### src/rtl/delay_timer_bank.sv
// Bank of NCH independent programmable delay/period timers with shadowed period registers.
// Define DELAY_TIMER_BANK_ONESHOT_EN to honour `mode` (one-shot channels park in DONE).
module delay_timer_bank #(
  parameter int NCH            = 4,
  parameter int CBITS          = 11,
  parameter int DEFAULT_PERIOD = 1250,
  localparam int CHW           = (NCH > 1) ? $clog2(NCH) : 1
) (
  input  logic             clk,
  input  logic             rst,
  input  logic [NCH-1:0]   en,
  input  logic [NCH-1:0]   mode,
  input  logic             cfg_we,
  input  logic [CHW-1:0]   cfg_ch,
  input  logic [CBITS-1:0] cfg_period,
  output logic [NCH-1:0]   sig,
  output logic [NCH-1:0]   flg,
  output logic [NCH-1:0]   done,
  output logic             err
);

  localparam logic [1:0] ST_IDLE = 2'd0;
  localparam logic [1:0] ST_RUN  = 2'd1;
`ifdef DELAY_TIMER_BANK_ONESHOT_EN
  localparam logic [1:0] ST_DONE = 2'd2;
`endif

  localparam logic [CBITS-1:0] PERIOD_RST = CBITS'(DEFAULT_PERIOD);
  localparam logic [CBITS-1:0] CNT_ONE    = CBITS'(1);

  logic [1:0]       st_q  [NCH];
  logic [1:0]       st_d  [NCH];
  logic [CBITS-1:0] cnt_q [NCH];
  logic [CBITS-1:0] cnt_d [NCH];
  logic [CBITS-1:0] s_q   [NCH];
  logic [CBITS-1:0] s_d   [NCH];
  logic [CBITS-1:0] a_q   [NCH];
  logic [CBITS-1:0] a_d   [NCH];
  logic [NCH-1:0]   sig_q, sig_d;
  logic [NCH-1:0]   flg_q, flg_d;
  logic [NCH-1:0]   wr_hit;
  logic [NCH-1:0]   over;
  logic             err_q, err_d;

  always_comb begin
    sig_d = '0;
    flg_d = '0;
    wr_hit = '0;
    over = '0;
    for (int i = 0; i < NCH; i++) begin
      st_d[i]  = st_q[i];
      cnt_d[i] = cnt_q[i];
      a_d[i]   = a_q[i];
      s_d[i]   = s_q[i];
      // Out-of-range channel numbers match no i, so such writes fall away.
      wr_hit[i] = cfg_we && (int'(cfg_ch) == i);
      if (wr_hit[i]) s_d[i] = cfg_period;
      over[i] = (st_q[i] == ST_RUN) && (cnt_q[i] > a_q[i]);

      case (st_q[i])
        ST_IDLE: begin
          cnt_d[i] = '0;
          if (en[i]) begin
            st_d[i] = ST_RUN;
            a_d[i]  = s_q[i];
          end
        end
        ST_RUN: begin
          if (!en[i]) begin
            // Abort beats expiry: no pulse when en drops on the terminal count.
            st_d[i]  = ST_IDLE;
            cnt_d[i] = '0;
          end else if (cnt_q[i] == a_q[i]) begin
            sig_d[i] = 1'b1;
            cnt_d[i] = '0;
`ifdef DELAY_TIMER_BANK_ONESHOT_EN
            if (mode[i]) st_d[i] = ST_DONE;
            else         a_d[i]  = s_d[i];
`else
            a_d[i] = s_d[i];
`endif
          end else begin
            cnt_d[i] = cnt_q[i] + CNT_ONE;
          end
        end
`ifdef DELAY_TIMER_BANK_ONESHOT_EN
        ST_DONE: begin
          cnt_d[i] = '0;
          if (!en[i]) st_d[i] = ST_IDLE;
        end
`endif
        default: begin
          st_d[i]  = ST_IDLE;
          cnt_d[i] = '0;
        end
      endcase

      flg_d[i] = (st_d[i] == ST_RUN);
    end
    err_d = err_q | (|over);
  end

  always_ff @(posedge clk) begin
    if (rst) begin
      for (int i = 0; i < NCH; i++) begin
        st_q[i]  <= ST_IDLE;
        cnt_q[i] <= '0;
        s_q[i]   <= PERIOD_RST;
        a_q[i]   <= PERIOD_RST;
      end
      sig_q <= '0;
      flg_q <= '0;
      err_q <= 1'b0;
    end else begin
      for (int i = 0; i < NCH; i++) begin
        st_q[i]  <= st_d[i];
        cnt_q[i] <= cnt_d[i];
        s_q[i]   <= s_d[i];
        a_q[i]   <= a_d[i];
      end
      sig_q <= sig_d;
      flg_q <= flg_d;
      err_q <= err_d;
    end
  end

`ifdef DELAY_TIMER_BANK_ONESHOT_EN
  logic [NCH-1:0] done_q, done_d;

  always_comb begin
    done_d = '0;
    for (int i = 0; i < NCH; i++) done_d[i] = (st_d[i] == ST_DONE);
  end

  always_ff @(posedge clk) begin
    if (rst) done_q <= '0;
    else     done_q <= done_d;
  end

  assign done = done_q;
`else
  logic unused_mode;
  assign unused_mode = ^mode;
  assign done = '0;
`endif

  assign sig = sig_q;
  assign flg = flg_q;
  assign err = err_q;

endmodule

### config.mk
export PLATFORM = sky130hd
export DESIGN_NAME = delay_timer_bank
export DESIGN_NICKNAME = d
export VERILOG_FILES = /design/src/rtl/delay_timer_bank.sv
export SDC_FILE = /design/constraint.sdc
export NUM_CORES = 1
export LEC_CHECK = 0
export CAP_MARGIN = 20
export CORE_MARGIN = 2
export CORE_UTILIZATION = 54
export CTS_BUF_LIST = sky130_fd_sc_hd__clkbuf_4 sky130_fd_sc_hd__clkbuf_8 sky130_fd_sc_hd__clkbuf_16
export CTS_CLUSTER_DIAMETER = 200
export DETAILED_ROUTE_END_ITERATION = 10
export PLACE_DENSITY = 0.76
export SLEW_MARGIN = 0
export SYNTH_ARGS = -nofsm -noshare
export SYNTH_HDL_FRONTEND = slang
export SYNTH_SLANG_ARGS = --single-unit
### constraint.sdc
create_clock -name clk -period 2.04 [get_ports clk]
set_input_delay 0.612 -clock clk [delete_from_list [all_inputs] [get_ports clk]]
set_output_delay 0.612 -clock clk [all_outputs]
set_load 0.01 [all_outputs]
==> results.tsv, run 1 <==
metric	value	unit
outcome	complete, but fails checks	
violations	negative setup slack	
final_max_slew_viol_count	0	
yosys.area_share.xor_xnor	0.04248	
dpl.hpwl	10.90	mm
pre_cts_ws	-0.4078	ns
area_delta_synth_final	23.87	%
finalSetupViolCount	4	
rr_worst_depth	8	
yosysTopAreaCell	dfxtp_1	
grt_pass1_vias	5604	
cp-start-kind	register	
synth.area.mux_share	0.07301	
drive_gt1_frac	0.1839	
vias	5729	
wire_per_inst	15.98	um
cp_slowest_cell	a2111oi_2	
r2r_start	a_q[0][8]$_SDFFE_PP0P_	
synth_top_family_by_area	simple AND/OR/NAND/NOR gates	
overflow	0	
period_share	1.018	
drc	0	
critPathTopFamily	compound AO/OA/AOI/OAI gates	
antenna_left	0	
min-delay-start	cnt_q[2][0]$_SDFF_PP0_	
cp.arrival	2.37	ns
setup_ws	-0.03574	ns
cp_num_cells	8	
numCtsBuffers	17	
critical_path_class	reg2reg	
post-route-min-period	2.076	ns
cts.sinks	149	
initial_core_util	0.5532	
finish.utilization	0.6852	
worstSetupEndpointType	register	
cts_tree	built	
r2r-end	err$_SDFF_PP0_	
setup_tns	-0.07163	ns
port_buffers	28	
place_area	0.007707	mm2
drt-total-wl	16.48	mm
fin_skew	0.009862	ns
ir_drop	0.7295	mV
synth_ff_type	dfxtp_1	
max_stage_delay	0.38	ns
powerDensity	768.6	mW/mm2
synthTopCellsByCount	dfxtp_1, nand2_1, nor2_1, inv_1, mux2i_1	
place_congestion	0.8747	
synth-compound-area-share	0.1178	
multi_input_area	0.003948	mm2
cap_violations	0	
viasPerCell	5.557	
fillers	945	
cts_root_buf	clkbuf_16	
final_cell_area	0.008682	mm2
seq_area_frac_synth	0.4256	
whs_path_depth	1	
rsz0062_at_grt	true	
insertion_delay	0.43	ns
leakagePower	3.573	nW
htree_levels	4	
synthesis.area	0.007009	mm2
first_pass_iters	5	
clockBufferDepth	2	
ff_latch_area	0.003004	mm2
dieArea	0.01391	mm2
slew_headroom	0.6408	
antenna_found_initial	0	
drt_iter0_markers	399	
path_cells	inv_1, ha_4, a211oi_1, nor2_1, a2111oi_2, buf_4, o32a_1, o211ai_1	
die_h	117.9	um
yosysTopAreaCellShare	0.4256	
synthAdderAreaFrac	0.08568	
ys_types	47	
grt_first_pass_wirelength	26.26	mm
yosys_warnings	0	
hold-path-endpoint	cnt_q[2][0]$_SDFF_PP0_	
rows	41	
synth.most_common_cell	dfxtp_1	
antennaDiodeCount	0	
hold_class	reg2reg	
async_flop_share	0	
grt_use_total	0.2323	
max_freq	481.8	MHz
die_x	117.9	um
crit_required	2.33	ns
synthSimpleGateAreaFrac	0.1956	
synth.avg_cell_area	8.918	um2
clkTransAtPathRegs	0.06	ns
syn_inst	786	
finalPower	6.673	mW
nets	918	
grt_max_degree	42	
core_area	0.01267	mm2
synth_area_leaders	dfxtp_1, ha_1, mux2i_1	
crit_path_max_fanout	2	
hold_viol	0	
synth.ff_latch_count	149	
tightestPinTransition	0.5372	ns
synth_edf_count	0	
r2r_slack	-0.04	ns
ios	37	
crit_buf_inv	2	
## cell usage in the layout, fill, tap and decap left out, types with 13 or more instances in the layout
cell type,instances
dfxtp_1,132
nand2_1,109
nor2_1,75
inv_1,50
mux2i_1,49
buf_4,42
nand3_1,35
a21oi_1,34
ha_1,34
xor2_1,27
clkdlybuf4s50_1,26
o211ai_1,22
a211oi_1,18
dfxtp_2,17
clkbuf_16,17
a211oi_2,15
ha_4,14
nand4_1,13
## how the worst max path moves through the flow
stage / from / end / slack (ns)
floorplan: a_q[0][9]$_SDFFE_PP0P_ / a_q[0][0]$_SDFFE_PP0P_ / 0.13
global route: a_q[2][10]$_SDFFE_PP1P_ / err$_SDFF_PP0_ / -0.05
finish: a_q[0][8]$_SDFFE_PP0P_ / err$_SDFF_PP0_ / -0.04
CTS: a_q[0][6]$_SDFFE_PP1P_ / a_q[0][0]$_SDFFE_PP0P_ / 0.002
detailed placement: cfg_ch[1] / a_q[1][6]$_SDFFE_PP1P_ / -0.41
global placement: cfg_ch[1] / a_q[1][1]$_SDFFE_PP1P_ / -0.32
## area by class of cell
class / instances / share of cell area
Tap cell: 172 / 0.02479
Multi-Input combinational cell: 545 / 0.4547
Sequential cell: 149 / 0.3460
Clock buffer: 21 / 0.05534
Clock inverter: 11 / 0.01167
Inverter: 55 / 0.02378
Timing Repair Buffer: 78 / 0.08373
## registers in the layout, summed over array words and instances, names as in the netlist
register and count:
s_q 44, st_q 8, sig 4, cnt_q 44, a_q 44, flg 4, err 1
## cells by family after synthesis
kind of cell	after synthesis
and+or+nand+nor	292
DFF	149
AOI/OAI and AO/OA	111
buffers and inverters	100
muxes	51
adders and majority gates	48
xor gates and xnor gates	34
other	1
## metal layers
layer | global-route usage | share of wire
met1 | 0.2905 | 0.44
met2 | 0.3844 | 0.49
met3 | 0.05669 | 0.050
met4 | 0.09337 | 0.022
met5 | 0 | 0
## report_power, final
group | leakage (nW) | switching, mW | internal, mW
Combinational | 2.08 | 0.324 | 0.250
Clock | 0.277 | 1.22 | 1.80
Sequential | 1.22 | 0.0608 | 3.01
## per-stage QoR
stage	std cells	hold WS, ns
after floorplan	793	0.4229
after global placement	991	0.4381
after detailed placement	991	0.4439
after CTS	1024	0.4524
after global routing	1031	0.4616
final	1031	0.4341
## what timing repair did
action | in CTS | in global routing
setup buffers | 1 | 6
gates cloned | 0 | 1
hold buffers | 0 | 0
resized for setup | 6 | 58
pin swaps | 2 | 22
setup endpoints to repair | 12 | 52
Power figures use the tool's default switching activity.
==> inputs of run 2 (changes only) <==
Settings changed: ABC_CLOCK_PERIOD_IN_PS set to 2040.
==> results of run 2 <==
Same layout as run 1: the final DEF is identical, and so are final timing and power.
